[config.mk]
export PLATFORM = sky130hd
export DESIGN_NAME = mobo_bus_arbiter
export DESIGN_NICKNAME = d
export VERILOG_FILES = /design/src/rtl/mobo_bus_arbiter_pkg.sv /design/src/rtl/mobo_bus_arbiter_rr_pick.sv /design/src/rtl/mobo_bus_arbiter.sv
export SDC_FILE = /design/constraint.sdc
export NUM_CORES = 1
export LEC_CHECK = 0
export ABC_AREA = 1
export CAP_MARGIN = 15
export CORE_AREA = 3 3 152 154
export DETAILED_ROUTE_END_ITERATION = 16
export DIE_AREA = 0 0 155 157
export GPL_ROUTABILITY_DRIVEN = 0
export GPL_TIMING_DRIVEN = 0
export PLACE_DENSITY = 0.69
export SYNTH_ARGS = -nofsm -noshare
export SYNTH_HDL_FRONTEND = slang
export SYNTH_SLANG_ARGS = --single-unit
[constraint.sdc]
create_clock -name clk -period 4.35 [get_ports clk]
set_clock_uncertainty 0.15 [all_clocks]
set_input_delay 0.6525 -clock clk [delete_from_list [all_inputs] [get_ports clk]]
set_output_delay 0.6525 -clock clk [all_outputs]
set_load 0.1 [all_outputs]
[src/rtl/mobo_bus_arbiter_pkg.sv]
// Shared definitions for the motherboard bus arbiter: control/status
// encodings, default word width and the arbiter state enum.
package mobo_bus_arbiter_pkg;

  localparam int DEFAULT_WORD_WIDTH = 32;

  localparam logic [31:0] CTRL_NONE  = 32'd0;
  localparam logic [31:0] CTRL_READ  = 32'd1;
  localparam logic [31:0] CTRL_WRITE = 32'd2;

  localparam logic [31:0] STAT_IDLE  = 32'd0;
  localparam logic [31:0] STAT_DONE  = 32'd1;

  typedef enum logic [1:0] {
    ARB   = 2'd0,
    ISSUE = 2'd1,
    WAIT  = 2'd2,
    DRAIN = 2'd3
  } arb_state_t;

endpackage

[src/rtl/mobo_bus_arbiter_rr_pick.sv]
// Combinational round-robin selector: returns a one-hot grant for the first
// set request at or after the pointer, wrapping around, plus a valid flag.
// Generic so other shared-resource arbiters can reuse it.
module rr_pick #(
  parameter int N     = 3,
  parameter int PTR_W = (N > 1) ? $clog2(N) : 1
) (
  input  logic [N-1:0]     req,
  input  logic [PTR_W-1:0] ptr,
  output logic [N-1:0]     grant,
  output logic             valid
);

  // Scan offsets from the pointer upward and keep only the first hit
  always_comb begin
    grant = '0;
    valid = 1'b0;
    for (int off = 0; off < N; off++) begin
      for (int i = 0; i < N; i++) begin
        if (!valid && req[i] && (i == ((int'(ptr) + off) % N))) begin
          grant[i] = 1'b1;
          valid    = 1'b1;
        end
      end
    end
  end

endmodule

[src/rtl/mobo_bus_arbiter.sv]
// Round-robin arbiter and sequencer for the single motherboard read/write
// port. Grants one requester at a time, runs the ctrl/stat handshake for it
// and returns a one-cycle ack plus read data.
// Optional watchdog: define MOBO_ARB_TIMEOUT_EN to abort a transaction that
// sits in ISSUE/WAIT for TIMEOUT_CYCLES cycles (ack and err pulse together).
module mobo_bus_arbiter
  import mobo_bus_arbiter_pkg::*;
#(
  parameter int WORD_WIDTH     = DEFAULT_WORD_WIDTH,
  parameter int NUM_REQ        = 3,
  parameter int TIMEOUT_CYCLES = 1024
) (
  input  logic                          clk,
  input  logic                          rst,
  input  logic [NUM_REQ-1:0]            req,
  input  logic [NUM_REQ-1:0]            req_we,
  input  logic [NUM_REQ*WORD_WIDTH-1:0] req_addr,
  input  logic [NUM_REQ*WORD_WIDTH-1:0] req_wdata,
  output logic [NUM_REQ-1:0]            ack,
  output logic [NUM_REQ-1:0]            err,
  output logic [WORD_WIDTH-1:0]         rdata,
  output logic [WORD_WIDTH-1:0]         mobo_ctrl,
  input  logic [WORD_WIDTH-1:0]         mobo_stat,
  output logic [WORD_WIDTH-1:0]         mobo_addr,
  output logic [WORD_WIDTH-1:0]         mobo_wdata,
  input  logic [WORD_WIDTH-1:0]         mobo_rdata
);

  localparam int PTR_W = $clog2(NUM_REQ);

  localparam logic [WORD_WIDTH-1:0] C_NONE  = WORD_WIDTH'(CTRL_NONE);
  localparam logic [WORD_WIDTH-1:0] C_READ  = WORD_WIDTH'(CTRL_READ);
  localparam logic [WORD_WIDTH-1:0] C_WRITE = WORD_WIDTH'(CTRL_WRITE);
  localparam logic [WORD_WIDTH-1:0] S_IDLE  = WORD_WIDTH'(STAT_IDLE);
  localparam logic [WORD_WIDTH-1:0] S_DONE  = WORD_WIDTH'(STAT_DONE);

  arb_state_t              state, state_next;
  logic [PTR_W-1:0]        ptr, ptr_next, pick_idx, grant_idx;
  logic [NUM_REQ-1:0]      pick_grant, ack_next;
  logic                    pick_valid, we, finish, rdata_load, timeout_hit;
  logic [WORD_WIDTH-1:0]   ctrl_next;
  logic                    stat_idle, stat_done;

  assign stat_idle = (mobo_stat == S_IDLE);
  assign stat_done = (mobo_stat == S_DONE);

  rr_pick #(.N(NUM_REQ), .PTR_W(PTR_W)) u_rr_pick (
    .req   (req),
    .ptr   (ptr),
    .grant (pick_grant),
    .valid (pick_valid)
  );

  // Convert the one-hot pick into an index for operand muxing and the pointer
  always_comb begin
    pick_idx = '0;
    for (int i = 0; i < NUM_REQ; i++) begin
      if (pick_grant[i]) pick_idx = PTR_W'(i);
    end
  end

  assign ptr_next = (pick_idx == PTR_W'(NUM_REQ - 1)) ? '0 : pick_idx + PTR_W'(1);

`ifdef MOBO_ARB_TIMEOUT_EN
  localparam int CNT_W = $clog2(TIMEOUT_CYCLES + 1);
  logic [CNT_W-1:0]   to_cnt;
  logic [NUM_REQ-1:0] err_next;

  assign timeout_hit = ((state == ISSUE) || (state == WAIT)) &&
                       (to_cnt == CNT_W'(TIMEOUT_CYCLES - 1));

  // Watchdog: zero on ISSUE entry, counts every cycle spent in ISSUE or WAIT
  always_ff @(posedge clk or posedge rst) begin
    if (rst)                                 to_cnt <= '0;
    else if (state == ISSUE || state == WAIT) to_cnt <= to_cnt + CNT_W'(1);
    else                                     to_cnt <= '0;
  end

  // Error pulse rides alongside the ack of an aborted transaction
  always_ff @(posedge clk or posedge rst) begin
    if (rst) err <= '0;
    else     err <= err_next;
  end
`else
  assign timeout_hit = 1'b0;
  assign err         = '0;
`endif

  // State register
  always_ff @(posedge clk or posedge rst) begin
    if (rst) state <= ARB;
    else     state <= state_next;
  end

  // Next-state logic; DRAIN waits for IDLE so a lingering DONE is not reused
  always_comb begin
    state_next = state;
    case (state)
      ARB:     if (pick_valid) state_next = ISSUE;
      ISSUE:   if (timeout_hit) state_next = DRAIN;
               else if (stat_idle) state_next = WAIT;
      WAIT:    if (stat_done || timeout_hit) state_next = DRAIN;
      DRAIN:   if (stat_idle) state_next = ARB;
      default: state_next = ARB;
    endcase
  end

  // Output decode: next ctrl word, completion/abort and read-data capture
  always_comb begin
    ctrl_next  = mobo_ctrl;
    finish     = 1'b0;
    ack_next   = '0;
    rdata_load = 1'b0;
`ifdef MOBO_ARB_TIMEOUT_EN
    err_next   = '0;
`endif
    case (state)
      ISSUE: begin
        if (timeout_hit) begin
          ctrl_next = C_NONE;
          finish    = 1'b1;
`ifdef MOBO_ARB_TIMEOUT_EN
          err_next  = NUM_REQ'(1) << grant_idx;
`endif
        end else if (stat_idle) begin
          ctrl_next = we ? C_WRITE : C_READ;
        end
      end
      WAIT: begin
        if (stat_done) begin
          ctrl_next  = C_NONE;
          finish     = 1'b1;
          rdata_load = !we;
        end else if (timeout_hit) begin
          ctrl_next = C_NONE;
          finish    = 1'b1;
`ifdef MOBO_ARB_TIMEOUT_EN
          err_next  = NUM_REQ'(1) << grant_idx;
`endif
        end
      end
      default: ;
    endcase
    if (finish) ack_next = NUM_REQ'(1) << grant_idx;
  end

  // Registered outputs, grant bookkeeping and operand latching at grant time
  always_ff @(posedge clk or posedge rst) begin
    if (rst) begin
      mobo_ctrl  <= C_NONE;
      ack        <= '0;
      rdata      <= '0;
      mobo_addr  <= '0;
      mobo_wdata <= '0;
      we         <= 1'b0;
      grant_idx  <= '0;
      ptr        <= '0;
    end else begin
      mobo_ctrl <= ctrl_next;
      ack       <= ack_next;
      if (rdata_load) rdata <= mobo_rdata;
      if (state == ARB && pick_valid) begin
        mobo_addr  <= req_addr[pick_idx*WORD_WIDTH +: WORD_WIDTH];
        mobo_wdata <= req_wdata[pick_idx*WORD_WIDTH +: WORD_WIDTH];
        we         <= req_we[pick_idx];
        grant_idx  <= pick_idx;
        ptr        <= ptr_next;
      end
    end
  end

endmodule

==> out/summary.txt <==
Reg-to-Reg End = mobo_addr[16]
Worst slew margin = 0.287
Buf+Inv Stages, Crit Path = 2
CTS root buf = clkbuf_16
Most Crowded Layer GR = met2
Status = complete, no violations
R2R setup slack = 1.69 ns
Post-CTS setup buffers = 0
RSZ-0062 raised after global routing = no
Crit path max-delay cell type = clkdlybuf4s50_1
Seq pwr share = 0.184
CTS tree = done
CP required = 4.44 ns
Top FF cell, synth = dfrtp_1
Mapped cell area = 6310 sq um
Area of the multi-input gates = 3100 sq um
Die X = 155 um
DRC = 0
Pwr Density = 777 nW/um^2
Synth Area in Compound Gates = 0.0531
Worst slack at placement = 1.16 ns
Post-synthesis mux area share = 0
DR iter-0 viols = 366
Layout cells sized above 1 = 0.0717
Clk_lat worst skew = 0.35 ns
FF-to-FF path depth = 11
Post-Synth Adder-Cell Area = 0.0139
Worst path max stage delay = 0.54 ns
Final Max Slew Viols = 0
Vias post-DR = 7294
Synth unique cells = 28
Post-route ant nets = 0
Clock slew at reported path FFs = 0.08 ns
Routed wire length = 25800 um
Crit path cell chain = clkdlybuf4s50_1, o21ai_1, nand2_1, nor2_1, nand4_1, nand2_1, clkbuf_1, nor2_1, nand3_1, nand3_1
Hold Path Cell Cnt = 1
Initial core utilization = 0.289
DR WL/cell = 16.1 um
Power share of the clock group = 0.106
Fin crit period = 2.75 ns
DR pass1 iterations = 5
CP Max Fanout = 10
N_diodes = 0
Met1 Use GR = 0.240
CTS sink cnt = 107
Final setup vio count = 0
PostCTS Resize Cnt = 0
Setup ws final = 1.60 ns
GR Overflow Total = 0
Int Pwr = 3420 uW
Hold Buf Count CTS = 0
Floorplan row count = 54
Reg area = 2680 sq um
Die area = 24300 sq um
GR Layer Usage met3 = 0.0544
Chip height = 157 um
CP arrival = 2.85 ns
Area leader, netlist = dfrtp_1
Hold/Removal Path Class = register to register
Post-DR vias/cell = 4.54
Logic pwr share = 0.710
CP Capture Type = register
Switching power share of the total = 0.591
Post-DP HPWL = 20900 um
Max Clk Rate = 0.363 GHz
Largest family of logic cells by synthesized area = simple AND/OR/NAND/NOR gates
Sequential element share of the synthesized area = 0.424
GRT Overall Usage = 0.203
Layout fillers = 2165
Post-Synth XOR/XNOR Area = 0
Hold endpoint = ack[0]
YS warnings = 0
Core area = 21800 sq um
Post-synth EDFFs = 0
Number of global-route vias before repair = 7131
Initial antenna violation count = 0
H-tree levels = 3
First-pass GRT wire length = 38600 um
Routing usage on met2 = 0.364
CP delay by family, top = buffers and inverters
Worst r2r src = ptr[0]
Largest net degree at the start of global routing = 66
Startpoint Class = input pin
Final Hold Vio Count = 0
Post-Synth Simple-Gate Area = 0.404
Hold slack = 0.276 ns
Clk buf depth = 2
Num ports = 398
Top post-synthesis cells by area = dfrtp_1, nand2_1, nand3_1
Inserted Clock Buffers = 9
Final nets = 1591
WS Path Type = input pin to register
Post-Synthesis Cells = 912
Syn Area/Cell = 6.92 sq um
Synth top area share = 0.424
Worst Tran Pin Value = 1.07 ns
Area Overhead vs Synth = 70.8%
Yosys reg bits = 107
NetSw = 4950 uW
Ys async rst share = 1.00
Leak Pwr = 0.00525 uW
Max-cap violations = 0
I/O Buffers = 364
Critical Path Start = req[2]
Hold Crit Start = grant_idx[1]
Final Cycle Share = 0.633
Worst vdd ir = 0.571 mV
[sequential cells by signal, indices dropped and copies added (netlist names)]
register / count
ptr: 2
mobo_addr: 32
we: 1
state: 2
rdata: 32
ack: 3
mobo_wdata: 32
mobo_ctrl: 2
grant_idx: 1
[through the flow]
step | TNS [ns] | utilization | instance area (sq um) | cells | power, uW
floorplan | 0 | - | 6430 | 944 | 5850
global placement | -128.95 | 0.478 | 10400 | 1588 | 7500
detailed placement | 0 | 0.479 | 10500 | 1589 | 7550
CTS | 0 | 0.494 | 10800 | 1605 | 8470
global route | 0 | 0.494 | 10800 | 1605 | 8940
finish | 0 | 0.494 | 10800 | 1605 | 8380
[Yosys cell counts, types with 2 or more instances]
library cell and instances:
clkbuf_1 20, nand4_2 2, buf_6 5, nand3_1 130, inv_1 29, nand2_2 3, ha_1 7, nor2_2 2
nand2_1 416, dfrtp_1 107, buf_1 2, o21ai_0 8, or2_2 2, nor4_1 2, o21ai_1 2, buf_2 16
inv_2 4, a21oi_1 33, o21a_1 13, nand4_1 7, buf_4 42, nor2_1 54
[per-layer routing]
layer | share of wire | vias to the layer above
li1 | - | 3641
met1 | 0.40 | 3304
met2 | 0.50 | 322
met3 | 0.082 | 27
met4 | 0.019 | 0
met5 | 0 | -
[cell usage in the layout (no fill, tap or decap), drive strengths merged]
cell | synthesis | layout
nand2 | 419 | 419
clkdlybuf4s50 | 0 | 364
nand3 | 130 | 130
dfrtp | 107 | 107
buf | 65 | 66
nor2 | 56 | 56
inv | 33 | 35
a21oi | 33 | 33
conb | 1 | 33
clkbuf | 20 | 29
o21a | 13 | 13
o21ai | 11 | 11
nand4 | 9 | 9
ha | 7 | 7
clkinv | 0 | 4
or2 | 3 | 3
nor4 | 2 | 2
o211ai | 1 | 1
nor3 | 1 | 1
o22ai | 1 | 1
bufinv | 0 | 1
[how the worst max path moves through the flow]
stage | depth (start not counted) | endpoint | slack, ns
detailed placement | 10 | mobo_addr[16] | 1.16
CTS | 10 | mobo_addr[16] | 1.57
global route | 10 | mobo_addr[16] | 1.46
finish | 10 | mobo_addr[16] | 1.60
global placement | 2 | mobo_addr[5] | -1.21
floorplan | 1 | ack[0] | 0.73
[area by class of cell]
| class | instances | share of cell area |
|---|---|---|
| timing repair buffer | 365 | 0.340 |
| sequential | 107 | 0.248 |
| buffer | 85 | 0.0496 |
| clock buffer | 9 | 0.0209 |
| inverter | 33 | 0.0120 |
| tap | 280 | 0.0325 |
| multi-input combinational | 719 | 0.287 |
| clock inverter | 7 | 0.00894 |
[logic make-up (layout without fill, tap and decap cells)]
family                   after synthesis  count (layout)
AND/OR/NAND/NOR                      620             620
buffers and inverters                118             499
flip-flops                           107             107
AO/OA/AOI/OAI                         59              59
adder cells (fa/ha/maj)                7               7
other                                  1              33
[power groups by stage]
| stage | sequential [uW] | combinational [uW] | clock (uW) |
|---|---|---|---|
| final | 1540 | 5950 | 886 |
| after global routing | 1580 | 6410 | 954 |
| after CTS | 1540 | 6010 | 919 |
| after detailed placement | 1550 | 6000 | 0 |
| after global placement | 1550 | 5950 | 0 |
| after floorplan | 3670 | 2180 | 0 |
[worst reg2reg max path: stages, from the launching register on]
cell,delay (ns)
dfrtp_1,0.35
inv_1,0.07
ha_1,0.35
nand2_1,0.13
nand2_1,0.11
nor2_1,0.19
nand4_1,0.10
nand2_1,0.17
clkbuf_1,0.52
nor2_1,0.23
nand3_1,0.12
nand3_1,0.07
Power figures use the tool's default switching activity.
==> RTL change 1: new RTL, same settings <==
The 4 states of `arb_state_t` get a one-hot encoding in 4 bits.
--- a/src/rtl/mobo_bus_arbiter_pkg.sv
+++ b/src/rtl/mobo_bus_arbiter_pkg.sv
@@ -12,9 +12,9 @@
   localparam logic [31:0] STAT_DONE  = 32'd1;
 
-  typedef enum logic [1:0] {
-    ARB   = 2'd0,
-    ISSUE = 2'd1,
-    WAIT  = 2'd2,
-    DRAIN = 2'd3
+  typedef enum logic [3:0] {
+    ARB   = 4'b0001,
+    ISSUE = 4'b0010,
+    WAIT  = 4'b0100,
+    DRAIN = 4'b1000
   } arb_state_t;
 
Behaviour: same outputs for any inputs over 4 cycles, from zero or initial values and one cycle with rst high; so few cycles prove little.
==> RTL change 1 against the unedited design <==
- sequential cell count up 2
- total power down 3.1%
- area after synthesis up 2.1%
- combinational power down 4.2%
- critical path depth up 1
- design area up 1.2%
- worst setup slack worse by 110 ps
- register-to-register slack worse by 120 ps
- wire length up 2.1%
- die area unchanged
- critical endpoint is now mobo_wdata[19]$_DFFE_PP0P_
- largest power group unchanged
- highest routed layer unchanged
==> RTL change 1: results <==
[detailed_routing]
num_vias = 7503
viasPerCell = 4.477
drt_iter0_drc = 468

[critical_path]
path_delay_family = simple AND/OR/NAND/NOR gates
cp_max_fo = 10
crit_end = mobo_wdata[19]$_DFFE_PP0P_
r2r_setup_slack_ps = 1570
r2r_cells = 12

[global_routing]
grt_pass1_vias = 7331
grt.total_usage_pct = 20.68
grt_max_degree = 86

[clock_tree]
cts_buffers = 9
cts_buffer_depth = 2

[sta]
period_needed_ps = 2868
tightestPinTransition_ps = 1039
hold_ws_ps = 281.8

[logic_synthesis]
synth_common_cells = nand2_1, nand3_1, dfrtp_1, nor2_1, inv_1
synth_mux_area_share_pct = 0
synth-compound-area-share_pct = 1.068
synth_cell_types = 24
synth_fa_ha_area_share_pct = 0.3883
avgSynthCellArea_sq_um = 6.556
ys_seq_area_share_pct = 42.34
ys_warn_count = 0
synth.area.top_cells = dfrtp_1, nand2_1, nand3_1

[power_and_ir_drop]
power_leakage_nw = 5.526
switching_share_pct = 59.91
p_per_area_nw_per_um2 = 744.5
ir_worst_vdd_v = 0.0004419

[final_layout]
drive_gt1_share_pct = 6.734
final_nets = 1657

[run_status]
outcome = complete, no violations

[placed_design]
dp_slack_ps = 1098
dpl_cell_area_sq_um = 10590
==> RTL change 1: cell count changes after synthesis, sizes merged, moves of 2 or more <==
cell    delta
or2        -2
nand2     +82
clkbuf     -3
nor2      +20
ha         -5
o21a      -13
nor3       +6
a21oi     -33
nand4      -2
buf        +2
inv       +18
==> RTL change 1: cells by family (layout without fill, tap and decap cells) <==
logic type,count (synthesis),after routing
simple gates,724,724
buf+inv,135,516
flops,109,109
compound gates,12,12
fa+ha+maj,2,2
other cells,1,33
==> RTL change 1: cell type report <==
cell class                 count  area (sq um)
timing repair buffer         365          3671
clock buffer                   9         225.2
inverter                      51         196.4
tap                          280         350.3
clock inverter                 7         91.34
buffer                        84         488.0
fill                        2185         10920
sequential                   109          2729
multi-input combinational    771          3157
==> RTL change 1: routing by layer <==
layer	global-route usage (%)	share of wire, %	up-vias
met5	0	0	-
met4	5.257	2.1	0
met3	6.076	8.8	32
met2	36.92	50	302
met1	24.42	39	3378
li1	-	-	3791
==> RTL change 2: new RTL, same settings <==
Without the edit above. The option `MOBO_ARB_TIMEOUT_EN` is turned on by a define.
--- a/src/rtl/mobo_bus_arbiter.sv
+++ b/src/rtl/mobo_bus_arbiter.sv
@@ -4,4 +4,6 @@
 // Optional watchdog: define MOBO_ARB_TIMEOUT_EN to abort a transaction that
 // sits in ISSUE/WAIT for TIMEOUT_CYCLES cycles (ack and err pulse together).
+`define MOBO_ARB_TIMEOUT_EN
+
 module mobo_bus_arbiter
   import mobo_bus_arbiter_pkg::*;
Check against the original RTL: no difference found for any inputs over 4 cycles, from zero or initial values and one cycle with rst high; that may be too few to reach the edited logic, so the function may still have changed.
==> RTL change 2 against the unedited design <==
- total power grew 11%
- sequential cell count rose by 14
- area after synthesis up 11%
- worst setup slack worse by 50 ps
- design area rose by 9.6%
- die area did not move
- critical endpoint is now mobo_addr[20]
- non-clock buffer count increased by 6
- first-iteration DRC count up 21%
- wire length up 6.5%
- clock power increased by 67%
- largest cell class unchanged
==> RTL change 2: results <==
[sta]
hold_ws_ps = 321.0
tightestPinTransition_ps = 1103
period_needed_ps = 2803

[clock_tree]
cts_buffer_depth = 2
clk_latency_ps = 410
htreeDepth = 4
clkSlewWorstSetupHoldPaths_ps = 60
cts_buffers = 17
cts_setup_buffers = 0

[detailed_routing]
drt_first_pass_iters = 5
routed_wirelength_um = 27520
viasPerCell = 4.556
drt_iter0_drc = 443

[critical_path]
slowest_stage = clkdlybuf4s50_1
r2r-start = ptr[0]$_DFFE_PP0P_
r2r_cells = 11
slowest_delay_ps = 1180
cp_max_fo = 2
path_delay_family = buffers and inverters
reg2reg_to = mobo_wdata[3]$_DFFE_PP0P_
r2r_setup_slack_ps = 1920
arrival_ps = 2000

[final_layout]
drive_gt1_share_pct = 8.052
fillers = 2115
final_nets = 1712

[logic_synthesis]
synth.area.top_cells = dfrtp_1, nand2_1, nand3_1
synth_common_cells = nand2_1, nand3_1, dfrtp_1, inv_1, nor2_1
synth_fa_ha_area_share_pct = 1.423
synth-compound-area-share_pct = 3.913
ys_seq_area_share_pct = 43.04
synth_cell_types = 28
synth_mux_area_share_pct = 0
synth_xor_area_share_pct = 0.2490
ys_warn_count = 0
async_reset_ff_share_pct = 100.0

[global_routing]
grt_max_degree = 63
grt.total_usage_pct = 21.48
grt_first_pass_wirelength_um = 40940
antenna_found_initial = 0
grt_pass1_vias = 7771

[placed_design]
dpl_cell_area_sq_um = 11200
port_buffers = 367
dp_slack_ps = 1425
dp_hpwl_um = 21550

[run_status]
outcome = complete, no violations

[power_and_ir_drop]
ir_worst_vdd_v = 0.0003179
power_leakage_nw = 5.882

[min_path]
hp-start = to_cnt[0]$_DFF_PP0_
hold_end = to_cnt[0]$_DFF_PP0_
RTL change 2: cell count changes after synthesis, moves of 4 or more:
cell and delta:
a21oi_1 -26, buf_2 +15, buf_4 -7, clkbuf_1 -8, dfrtp_1 +14, inv_1 +34
nand2_1 +66, nand3_1 +15, nor2_1 -14, o21a_1 -13, o21ai_0 +31, o21ai_1 +4
RTL change 2: area by class of cell:
class                      instances  area [sq um]  area share (%)
sequential                       121          3028           25.63
multi-input combinational        778          3308           28.00
clock inverter                    15         186.4           1.578
buffer                            88         560.5           4.744
clock buffer                      17         425.4           3.601
tap                              280         350.3           2.965
antenna                            1         2.502         0.02118
inverter                          66         252.7           2.139
timing repair buffer             368          3701           31.32
RTL change 2: cell families after synthesis:
family / Yosys count
AO/OA/AOI/OAI: 54
adder cells (fa/ha/maj): 8
XOR/XNOR: 2
other: 1
buffers and inverters: 154
AND/OR/NAND/NOR: 684
flip-flops: 121
RTL change 2: routing by layer:
metal	vias to the layer above	track usage (%)	share of wire [%]
met4	0	6.686	2.0
met3	34	7.204	9.1
li1	3980	-	-
met2	324	38.02	50
met1	3562	24.60	39
met5	-	0	0
RTL change 2: stage by stage:
step,power (mW),cells
after global placement,7.834,1700
final,9.303,1734
after global routing,9.933,1733
after floorplan,6.122,1053
after CTS,9.406,1733
after detailed placement,7.886,1701
RTL change 2: report_power, final:
group | switching [mW] | internal [mW]
Combinational | 4.48 | 1.67
Clock | 0.570 | 0.913
Sequential | 0.189 | 1.48
Total | 5.24 | 4.07
RTL change 2: how the worst max path moves through the flow:
stage / start / endpoint / cells past startpoint
after floorplan: rst / ack[0]$_DFF_PP0_ / 1
after global placement: rst / mobo_addr[15]$_DFFE_PP0P_ / 2
after detailed placement: req[1] / mobo_wdata[3]$_DFFE_PP0P_ / 10
after CTS: mobo_addr[20]$_DFFE_PP0P_ / mobo_addr[20] / 1
after global routing: mobo_wdata[30]$_DFFE_PP0P_ / mobo_wdata[30] / 1
final: mobo_addr[20]$_DFFE_PP0P_ / mobo_addr[20] / 1
